[config.mk]
export PLATFORM = sky130hd
export DESIGN_NAME = stream_fifo
export DESIGN_NICKNAME = d
export VERILOG_FILES = /design/src/rtl/stream_fifo.sv
export SDC_FILE = /design/constraint.sdc
export NUM_CORES = 1
export LEC_CHECK = 0
export BUFFER_PORTS_ARGS = -buffer_cell sky130_fd_sc_hd__buf_2
export CORE_MARGIN = 4
export CORE_UTILIZATION = 40
export DETAILED_ROUTE_END_ITERATION = 12
export PLACE_DENSITY = 0.66
export SYNTH_ARGS = -nofsm -noshare
export SYNTH_HDL_FRONTEND = slang
export SYNTH_SLANG_ARGS = --single-unit
[constraint.sdc]
create_clock -name clk -period 3.25 [get_ports clk]
set_input_delay 0.65 -clock clk [delete_from_list [all_inputs] [get_ports clk]]
set_output_delay 0.65 -clock clk [all_outputs]
set_load 0.01 [all_outputs]
[src/rtl/stream_fifo.sv]
// Circular-buffer stream FIFO with first-word fall-through output and sticky error flags.
// Define STREAM_FIFO_ASSERT_EN to include simulation assertions on occupancy and handshakes.
module stream_fifo #(
    parameter int unsigned DATA_WIDTH = 8,
    parameter int unsigned DEPTH      = 4
) (
    input  logic                         clk,
    input  logic                         rst,
    input  logic                         s_valid,
    input  logic [DATA_WIDTH-1:0]        s_data,
    output logic                         s_ready,
    output logic                         m_valid,
    output logic [DATA_WIDTH-1:0]        m_data,
    input  logic                         m_ready,
    output logic [$clog2(DEPTH+1)-1:0]   level,
    output logic                         overflow,
    output logic                         underflow
);

    localparam int unsigned PTR_W = $clog2(DEPTH);
    localparam int unsigned LVL_W = $clog2(DEPTH + 1);

    localparam logic [PTR_W-1:0] PTR_LAST = PTR_W'(DEPTH - 1);
    localparam logic [LVL_W-1:0] LVL_FULL = LVL_W'(DEPTH);

    logic [DATA_WIDTH-1:0] mem [DEPTH];
    logic [PTR_W-1:0]      wr_ptr;
    logic [PTR_W-1:0]      rd_ptr;
    logic                  push;
    logic                  pop;

    always_comb begin
        s_ready = (level < LVL_FULL);
        m_valid = (level != '0);
        m_data  = mem[rd_ptr];
        push    = s_valid && s_ready;
        pop     = m_valid && m_ready;
    end

    // Storage carries no reset; only the pointers and level define validity.
    always_ff @(posedge clk) begin
        if (push) begin
            mem[wr_ptr] <= s_data;
        end
    end

    always_ff @(posedge clk) begin
        if (rst) begin
            wr_ptr    <= '0;
            rd_ptr    <= '0;
            level     <= '0;
            overflow  <= 1'b0;
            underflow <= 1'b0;
        end else begin
            if (push) begin
                wr_ptr <= (wr_ptr == PTR_LAST) ? '0 : wr_ptr + 1'b1;
            end
            if (pop) begin
                rd_ptr <= (rd_ptr == PTR_LAST) ? '0 : rd_ptr + 1'b1;
            end
            case ({push, pop})
                2'b10:   level <= level + 1'b1;
                2'b01:   level <= level - 1'b1;
                default: level <= level;
            endcase
            if (s_valid && !s_ready) begin
                overflow <= 1'b1;
            end
            if (m_ready && !m_valid) begin
                underflow <= 1'b1;
            end
        end
    end

`ifdef STREAM_FIFO_ASSERT_EN
    always_ff @(posedge clk) begin
        if (!rst) begin
            assert (level <= LVL_FULL)
                else $error("stream_fifo: level exceeds DEPTH");
            assert (!(push && level == LVL_FULL))
                else $error("stream_fifo: write while full");
            assert (!(pop && level == '0))
                else $error("stream_fifo: read while empty");
            assert (m_valid == (level != '0))
                else $error("stream_fifo: m_valid inconsistent with level");
        end
    end
`else
`endif

endmodule

Word level (Yosys, flattened, before mapping)
Memory sizes are Yosys's and may differ from the RTL's. A register that Yosys moved wholly into a read port is not among the register bits.
Index checks and enable logic that the tools add are counted.
- bits of input ports: 12
- logic and storage cells: 30
- bits in writable memories: 32
- memories: 1
- bits in registers: 9
- add/sub/neg operators: 4
- mux-type cells: 7
- equal/unequal tests: 4
- order comparisons: 1
- reduce and logical (&&, ||, !) cells: 8
- memories (memory ; words ; width ; rd ports ; clocked after memory_dff ; write ports ; RTL line ; source):
    mem ; 4 ; 8 ; 1 ; 1 ; 1 ; 26 ; logic [DATA_WIDTH-1:0] mem [DEPTH];
- operator list (kind ; count):
    $mux W2 ; 4
    $eq A2 B2 Y1 const B ; 3
    $pmux W3 S2 ; 1
    $add A2 B1 Y2 const B ; 2
    $logic_and A1 B1 Y1 ; 4
    $add A3 B1 Y3 const B ; 1
    $lt A3 B3 Y1 const B ; 1
    $reduce_bool A3 Y1 ; 1
    $sub A3 B1 Y3 const B ; 1
    $eq A2 B1 Y1 const B ; 1
    $logic_not A1 Y1 ; 2
    $mux W1 ; 2
    $reduce_bool A2 Y1 ; 1

Longest topological paths before layout
Gate-level depths: netlist of run 1.
- word-level depth: 4
- depth in mapped cells: 9
- depth with buffers taken out: 8

Worst setup path after synthesis of run 1
Ideal clock, no wire load.
- kind: in2reg
- start: input port s_valid
- end: register level[2]
- stages on the path: 9
- library setup time: 0.070 ns
- arrival: 2.103 ns
- path slack: 1.077 ns
- path through: nor2b_1 > buf_2 > inv_1 > ha_1 > inv_1 > fa_1 > xor2_1 > or3_1 > a21oi_1
- cells in the longest elaborated chain, start to end: 3
- ends and longest elaborated chain (what ; RTL line ; source):
    from (decl) ; 9 ; input logic s_valid,
    $logic_and A1 B1 Y1 (*) ; 36 ; push = s_valid && s_ready;
    $eq A2 B1 Y1 or $eq A2 B2 Y1 (tied branches) ; 61 ; case ({push, pop})
    $pmux W3 S2 or $reduce_bool A2 Y1 (tied branches) ; -- ;
    to (signal assigned) ; 62 ; 2'b10: level <= level + 1'b1;
    to (signal assigned) ; 63 ; 2'b01: level <= level - 1'b1;
    to (signal assigned) ; 64 ; default: level <= level;
    to (decl) ; 15 ; output logic [$clog2(DEPTH+1)-1:0] level,
Mark *: on every way between the ends. The rest lies on a longest branch, timed or not.
A chain may end at the register's enable or synchronous reset.

==> results of run 1 <==
## registers in the layout (all words and copies together) (netlist names), named ones only
register   count
overflow       1
mem           32
underflow      1
rd_ptr         2
level          3
wr_ptr         2
## tightest hold or removal path: stages (launching register included)
cell and delay, ns:
dfxtp_1 0.34, a41oi_1 0.05, nor2_1 0.07
## cells by family (layout without fill, tap and decap cells)
kind of cell             count (synthesis)  in the layout  share of synthesized area (%)
AO/OA/AOI/OAI                            7              7                           2.75
flip-flops                              43             43                           70.1
buffers and inverters                   12             42                           2.82
multiplexers                            11             11                           12.5
AND/OR/NAND/NOR                         18             18                           5.13
adder cells (fa/ha/maj)                  7              7                           5.65
XOR/XNOR                                 2              2                           1.04
## cells in the mapped netlist
| master | count |
|---|---|
| mux4_2 | 8 |
| xor2_1 | 2 |
| nand3_1 | 1 |
| nor2_1 | 9 |
| ha_1 | 6 |
| and2_1 | 4 |
| a21oi_1 | 4 |
| inv_1 | 8 |
| nor2b_1 | 1 |
| dfxtp_1 | 11 |
| o21ai_0 | 1 |
| edfxtp_1 | 32 |
| nand2_1 | 1 |
| buf_2 | 2 |
| o31ai_2 | 1 |
| or3_1 | 2 |
| a41oi_1 | 1 |
| fa_1 | 1 |
| mux2i_1 | 3 |
| clkbuf_1 | 2 |
## layer usage
metal	track usage (%)	up-vias	part of all wire [%]
li1	-	428	-
met1	12.5	441	39
met2	19.3	36	52
met3	4.82	6	7.4
met4	4.30	0	1.6
met5	0	-	0
## power by group
group / internal [mW] / switching, mW / leakage [nW]
combinational: 0.192 / 0.200 / 0.303
sequential: 0.674 / 0.0713 / 0.384
clock: 0.150 / 0.172 / 0.0412
total: 1.02 / 0.443 / 0.727
## stage by stage
step / worst slack, ns / hold WS, ns / std cells / util [%]
2_1_floorplan: 1.08 / 0.463 / 100 / -
3_3_place_gp: 0.994 / 0.449 / 172 / 46.1
3_5_place_dp: 0.836 / 0.469 / 172 / 46.1
4_1_cts: 0.804 / 0.488 / 180 / 48.3
5_1_grt: 0.728 / 0.539 / 180 / 48.3
6_report: 0.858 / 0.482 / 180 / 48.3
## cell type report
cell class                      instances  area [sq um]  area share [%]
Clock buffer                            6          72.6            3.73
Tap cell                               50          62.6            3.22
Timing Repair Buffer                   26           130            6.69
Sequential cell                        43          1180            60.7
Clock inverter                          2          12.5           0.644
Multi-Input combinational cell         45           455            23.4
Inverter                                8          30.0            1.54
## how the worst max path moves through the flow
stage                        start         to  slack (ns)  cells past startpoint
after floorplan            s_valid   level[2]        1.08                      9
after global placement     s_valid   level[2]        0.99                      9
after detailed placement   s_valid   level[2]        0.84                      9
after CTS                 register  m_data[4]        0.80                      2
after global routing      register  m_data[4]        0.73                      2
final                     register  m_data[4]        0.86                      2
==> flow_summary.ini, run 1 <==
[placement]
placed_cell_area_sq_um = 1860
dp_hpwl_um = 1920
place.gp.congestion = 0.699
port_buffers = 26

[setup_path]
ff2ff_setup_slack_ns = 1.21
critPathTopFamily = flip-flops
r2r_start = level[2]
cp-end-kind = output pin
crit_chain = mux4_2 > buf_2
worstSetupPathType = reg -> out
cp_max_fo = 8
cp.arrival_ns = 1.74
r2r-end = level[2]
reg2regPathDepth = 8
critPathMaxStageDelay_ns = 0.71
cp_slowest_cell = dfxtp_1
critical_path_buf_inv_count = 1
startpoint_type = register
cp.required_ns = 2.60

[power_and_ir_drop]
ir_worst_vdd_uv = 368
power_density_nw_per_um2 = 750
finalPower_mw = 1.46
power.leakage_nw = 0.727

[sta]
min_period_ns = 2.39
rsz0062_at_grt = no
maxSlewViolCount = 0
fin_skew_ns = 0.00768
slew_headroom_pct = 60.1
setup_viol = 0
fmax_mhz = 418
setup_tns_ns = 0
hold_violations = 0
post-route-period-util_pct = 73.6
worst_pin_slew_ns = 0.598

[synthesis]
ys_ff_latch = 43
netlist_instances = 100
syn_area_sq_um = 1680
synth_nets = 119
yosys.area.top_type = edfxtp_1
syn_avg_cell_area_sq_um = 16.8
synth.area.top_cells = edfxtp_1 (57%), dfxtp_1 (13%), mux4_2 (11%), ha_1 (4.5%), nor2_1 (2.0%)
yosysTopAreaCellShare_pct = 57.1
ys_seq_area_share_pct = 70.1
yosysUniqueCellTypes = 20
synth_warnings = 0

[detailed_routing]
wl_um = 2720
ant_nets = 0
dr.pass1.iters = 4
vias = 911
avgViaCountPerCell = 5.06
first_iter_violations = 97
route.detailed.drc = 0
post_drt_wl_per_cell_um = 15.1

[hold_path]
hold_end = underflow
worstHoldStart = underflow
holdPathStages = 2
worstHoldPathType = reg -> reg

[clocking]
cts-root-buf = clkbuf_8
postCtsHoldBufs = 0
clock_path_buffers = 2
numCtsBuffers = 5
path_clk_slew_ns = 0.08
cts.sinks = 43
cts_setup_buffers = 0
cts.repair.resized = 0
htreeDepth = 2
clk_latency_ns = 0.29
cts_tree = built

[die]
start_util_pct = 41.8
core_sq_um = 4030
die_area_sq_um = 5310
die_w_um = 72.9
ios = 27
std_cell_rows = 23
die_h_um = 72.9

[cells_and_area]
diodes = 0
fin_area_sq_um = 1940
nFillCells = 366
drive_above_1_share_pct = 32.3
final_common_cell = edfxtp_1
final_cell_mix = edfxtp_1 (32), buf_2 (26), dfxtp_1 (11)
nNetsFinal = 148
syn2layout_area_growth_pct = 15.5

[run_status]
outcome = complete, no violations

[grt]
grt_pass1_vias = 978
grt_pass1_wl_um = 4350
antenna_found_initial = 0
track_usage_pct = 11.3
grt_start_max_net_pins = 14
globalRouteOverflowTotal = 0

[job]
cap_violations = 0
(Power assumes the default switching activity.)
==> inputs of run 2 (changes only) <==
==> constraint.sdc (replaced) <==
create_clock -name clk -period 2.4 [get_ports clk]
set_input_delay 0.48 -clock clk [delete_from_list [all_inputs] [get_ports clk]]
set_output_delay 0.48 -clock clk [all_outputs]
set_load 0.01 [all_outputs]
==> flow_summary.ini, run 2 (same netlist as run 1, synthesis figures left out) <==
[run_status]
outcome = complete, no violations

[cells_and_area]
final_common_cell = edfxtp_1
syn2layout_area_growth_pct = 17.0
largest_reg_flops = 32
nNetsFinal = 149
top_register = mem
final_cell_mix = edfxtp_1 (32), buf_2 (26), dfxtp_1 (11)
diodes = 0
final_util_pct = 48.9
drive_above_1_share_pct = 33.6
largest_registers = mem (32), level (3)

[die]
start_util_pct = 41.8
die_h_um = 72.9
die_area_sq_um = 5310
std_cell_rows = 23
die_w_um = 72.9
core_sq_um = 4030
ios = 27

[power_and_ir_drop]
power.leakage_nw = 0.742
clock_power_share_pct = 24.2
p_int_mw = 1.44
p_comb_share_pct = 27.8
ir_worst_vdd_uv = 601
power_density_nw_per_um2 = 1040
power_switching_mw = 0.600
swShare_pct = 29.4
p_seq_share_pct = 48.0

[detailed_routing]
post_drt_wl_per_cell_um = 15.0
vias = 903
ant_nets = 0
route.detailed.drc = 0
first_iter_violations = 73
wl_um = 2720
avgViaCountPerCell = 4.99
dr.pass1.iters = 4

[clocking]
cts_tree = built
cts.repair.resized = 0
path_clk_slew_ns = 0.08
clk_latency_ns = 0.29
cts_setup_buffers = 0
cts.sinks = 43
numCtsBuffers = 5
htreeDepth = 2
cts-root-buf = clkbuf_8
clock_path_buffers = 2
postCtsHoldBufs = 0

[setup_path]
cp-end-kind = register
startpoint_type = register
worstSetupPathType = reg -> reg
cp_max_fo = 7
cp.required_ns = 2.61
cp.arrival_ns = 2.24

[sta]
fmax_mhz = 493
rsz0062_at_grt = no
min_period_ns = 2.03
slew_headroom_pct = 69.7
post-route-period-util_pct = 84.5
fin_skew_ns = 0.00842
maxSlewViolCount = 0
hold_violations = 0
worst_pin_slew_ns = 0.454
setup_tns_ns = 0
setup_viol = 0

[grt]
track_usage_pct = 11.5
globalRouteOverflowTotal = 0
grt_start_max_net_pins = 14
antenna_found_initial = 0
grt_pass1_wl_um = 4440
grt_pass1_vias = 981

[job]
cap_violations = 0

[placement]
port_buffers = 26
place.gp.congestion = 0.703
dp_hpwl_um = 1930

[hold_path]
worstHoldPathType = in -> reg
-- run 2: cell types whose count changed in the layout (fill, tap and decap cells not counted) --
cell	delta
buf_4	+1
clkbuf_8	+2
clkinv_2	-1
clkbuf_1	-1
-- run 2: final timing paths --
kind                                 from   endpoint  slack, ns  depth (start not counted)
worst max register to register   level[2]   level[2]       0.37                          8
worst min-delay path            s_data[3]  mem[1][3]       0.40                          1
worst min register to register   overflow   overflow       0.48                          2
worst max-delay path             level[2]   level[2]       0.37                          8
-- run 2: metal layers --
metal  routed length [um]  vias to the layer above  global-route usage, %
met5                    0                        -                      0
met4                   31                        0                   4.92
met3                  187                        4                   4.41
met2                 1380                       27                   19.4
li1                     -                      430                      -
met1                 1120                      442                   13.1
-- run 2: cell type report --
| cell class | instances | area (sq um) |
|---|---|---|
| fill | 354 | 2060 |
| sequential | 43 | 1180 |
| multi-input combinational | 45 | 455 |
| timing repair buffer | 27 | 138 |
| clock buffer | 7 | 96.3 |
| tap | 50 | 62.6 |
| inverter | 8 | 30.0 |
| clock inverter | 1 | 7.51 |
-- run 2: power groups by stage --
stage               sequential, mW  combinational, mW  clock (mW)
floorplan                    0.989              0.390           0
global placement             0.990              0.562           0
detailed placement           0.998              0.582           0
CTS                          0.982              0.585       0.508
global route                 0.993              0.639       0.550
finish                       0.980              0.568       0.495
-- run 2: critical path: stages, from the launching register on --
cell     delay, ns
dfxtp_1       0.45
nor2b_1       0.17
inv_1         0.08
ha_1          0.18
inv_1         0.06
fa_1          0.37
xor2_1        0.16
or3_1         0.32
a21oi_1       0.17
-- run 2: through the flow --
step	instances	hold WS, ns	area [sq um]	setup slack [ns]	power, mW
after floorplan	100	0.463	1680	0.397	1.38
after global placement	173	0.448	1870	0.313	1.55
after CTS	181	0.393	1970	0.341	2.07
final	181	0.403	1970	0.373	2.04
after global routing	181	0.391	1970	0.225	2.18
after detailed placement	173	0.459	1870	0.172	1.58
==> inputs of run 3 (changes only) <==
--- a/config.mk
+++ b/config.mk
@@ -5,6 +5,7 @@
 export SDC_FILE = /design/constraint.sdc
 export NUM_CORES = 1
 export LEC_CHECK = 0
+export ABC_AREA = 1
 export BUFFER_PORTS_ARGS = -buffer_cell sky130_fd_sc_hd__buf_2
 export CORE_MARGIN = 4
 export CORE_UTILIZATION = 40
==> constraint.sdc (replaced) <==
create_clock -name clk -period 2.03 [get_ports clk]
set_input_delay 0.406 -clock clk [delete_from_list [all_inputs] [get_ports clk]]
set_output_delay 0.406 -clock clk [all_outputs]
set_load 0.01 [all_outputs]
==> flow_summary.ini, run 3 <==
[run_status]
outcome = complete, no violations

[detailed_routing]
wl_um = 3370
ant_nets = 0
avgViaCountPerCell = 5.05
post_drt_wl_per_cell_um = 14.3
dr.pass1.iters = 4
route.detailed.drc = 0
vias = 1187
first_iter_violations = 75

[clocking]
clk_latency_ns = 0.29
cts.sinks = 43
cts_setup_buffers = 0
clock_path_buffers = 2
cts_tree = built
numCtsBuffers = 5
cts.repair.resized = 0
postCtsHoldBufs = 0
path_clk_slew_ns = 0.08
cts-root-buf = clkbuf_8
htreeDepth = 2

[sta]
fin_skew_ns = 0.00857
slew_headroom_pct = 76.7
rsz0062_at_grt = no
post-route-period-util_pct = 94.0
maxSlewViolCount = 0
worst_pin_slew_ns = 0.349
setup_viol = 0
min_period_ns = 1.91
setup_tns_ns = 0
hold_violations = 0
fmax_mhz = 524

[grt]
grt_pass1_wl_um = 5600
grt_pass1_vias = 1271
grt_start_max_net_pins = 17
track_usage_pct = 14.0
globalRouteOverflowTotal = 0
antenna_found_initial = 0

[synthesis]
netlist_instances = 148
synthTopCellsByCount = edfxtp_1 (32), nor2_1 (25), inv_1 (17)
yosys.area.top_type = edfxtp_1
synth-edff-count = 32
ys_seq_area_share_pct = 67.9
syn_area_sq_um = 1740
syn_avg_cell_area_sq_um = 11.8
synth_warnings = 0
synth_nets = 167
synth.area.top_cells = edfxtp_1 (55%), dfxtp_1 (13%), nor2_1 (5.4%), ha_1 (4.3%), o21ai_0 (4.3%)
ys_ff_latch = 43
yosysUniqueCellTypes = 19
synth_flop_cell = edfxtp_1
yosysTopAreaCellShare_pct = 55.2
synth.most_common_cell = edfxtp_1
synthArstFlopShare_pct = 0

[placement]
place.gp.congestion = 0.783
dp_hpwl_um = 2390
placed_cell_area_sq_um = 1950
port_buffers = 26
dp_cells = 227

[setup_path]
cp.arrival_ns = 1.50
worstSetupPathType = reg -> out
cp-end-kind = output pin
startpoint_type = register
cp_max_fo = 10
crit_chain = buf_4 > o21ai_0 > o22ai_1 > buf_2
cp_slowest_cell = dfxtp_1
critPathMaxStageDelay_ns = 0.51
cp.required_ns = 1.62

[power_and_ir_drop]
power.leakage_nw = 0.838
ir_worst_vdd_uv = 642
power_density_nw_per_um2 = 1290

[cells_and_area]
fin_area_sq_um = 2060
diodes = 0
largest_registers = mem (32), level (3)
top_register = mem
largest_reg_flops = 32
final_cell_mix = edfxtp_1 (32), buf_2 (26), nor2_1 (25)
syn2layout_area_growth_pct = 18.4
nNetsFinal = 203
drive_above_1_share_pct = 25.4
final_common_cell = edfxtp_1
instances_no_fill = 235

[die]
die_area_sq_um = 5470
die_w_um = 74.0
core_sq_um = 4120
die_h_um = 74.0
std_cell_rows = 23
start_util_pct = 42.3
ios = 27

[job]
cap_violations = 0

[hold_path]
worstHoldPathType = in -> reg
-- run 3: cell types whose count changed after synthesis, sizes merged, moves of 8 or more --
cell   delta
mux4      -8
nor2     +18
nand2    +10
o21ai    +18
o22ai     +8
inv      +11
-- run 3: cell type report --
| cell class | count | area, sq um |
|---|---|---|
| fillers | 366 | 2050 |
| well taps | 50 | 62.6 |
| flip-flops and latches | 43 | 1180 |
| repair buffers | 31 | 168 |
| clock inverters | 1 | 5.00 |
| clock buffers | 7 | 108 |
| multi-input cells | 84 | 465 |
| inverters | 19 | 71.3 |
-- run 3: path summary, 6_finish.rpt --
check                               start   endpoint  slack [ns]  depth (start not counted)
worst max register to register   level[2]   level[2]        0.23                         12
worst min-delay path                  rst  underflow        0.30                          2
worst min register to register  underflow  underflow        0.46                          2
worst max-delay path             register  m_data[4]        0.12                          4
-- run 3: through the flow --
| stage | utilization (%) | hold slack (ns) | power, mW | setup WS [ns] |
|---|---|---|---|---|
| global placement | 47.3 | 0.436 | 2.03 | 0.326 |
| floorplan | - | 0.468 | 1.75 | 0.302 |
| detailed placement | 47.3 | 0.440 | 2.08 | 0.257 |
| finish | 50.1 | 0.301 | 2.67 | 0.122 |
| CTS | 50.1 | 0.295 | 2.70 | 0.0918 |
| global route | 50.1 | 0.300 | 2.86 | 0.00297 |
-- run 3: report_power, final --
part,switching [mW],total [mW],internal [mW]
clock,0.274,0.623,0.348
sequential,0.0974,1.19,1.09
combinational,0.530,0.853,0.323
-- run 3: layer usage --
metal	routed length (um)	track usage, %
met5	0	0
met3	215	5.41
met1	1360	14.9
met4	53	5.43
met2	1750	24.7
-- run 3: cell families after synthesis --
kind of cell,synth area share [%]
adders and majority gates,5.46
DFF,67.9
AOI/OAI and AO/OA,10.8
and+or+nand+nor,10.5
buffers and inverters,5.39
-- run 3: critical path: cells and delay by family (launching register included) --
kind / cells / cell delay [ns]
buffers and inverters: 2 / 0.39
flip-flops: 1 / 0.51
AO/OA/AOI/OAI: 2 / 0.30
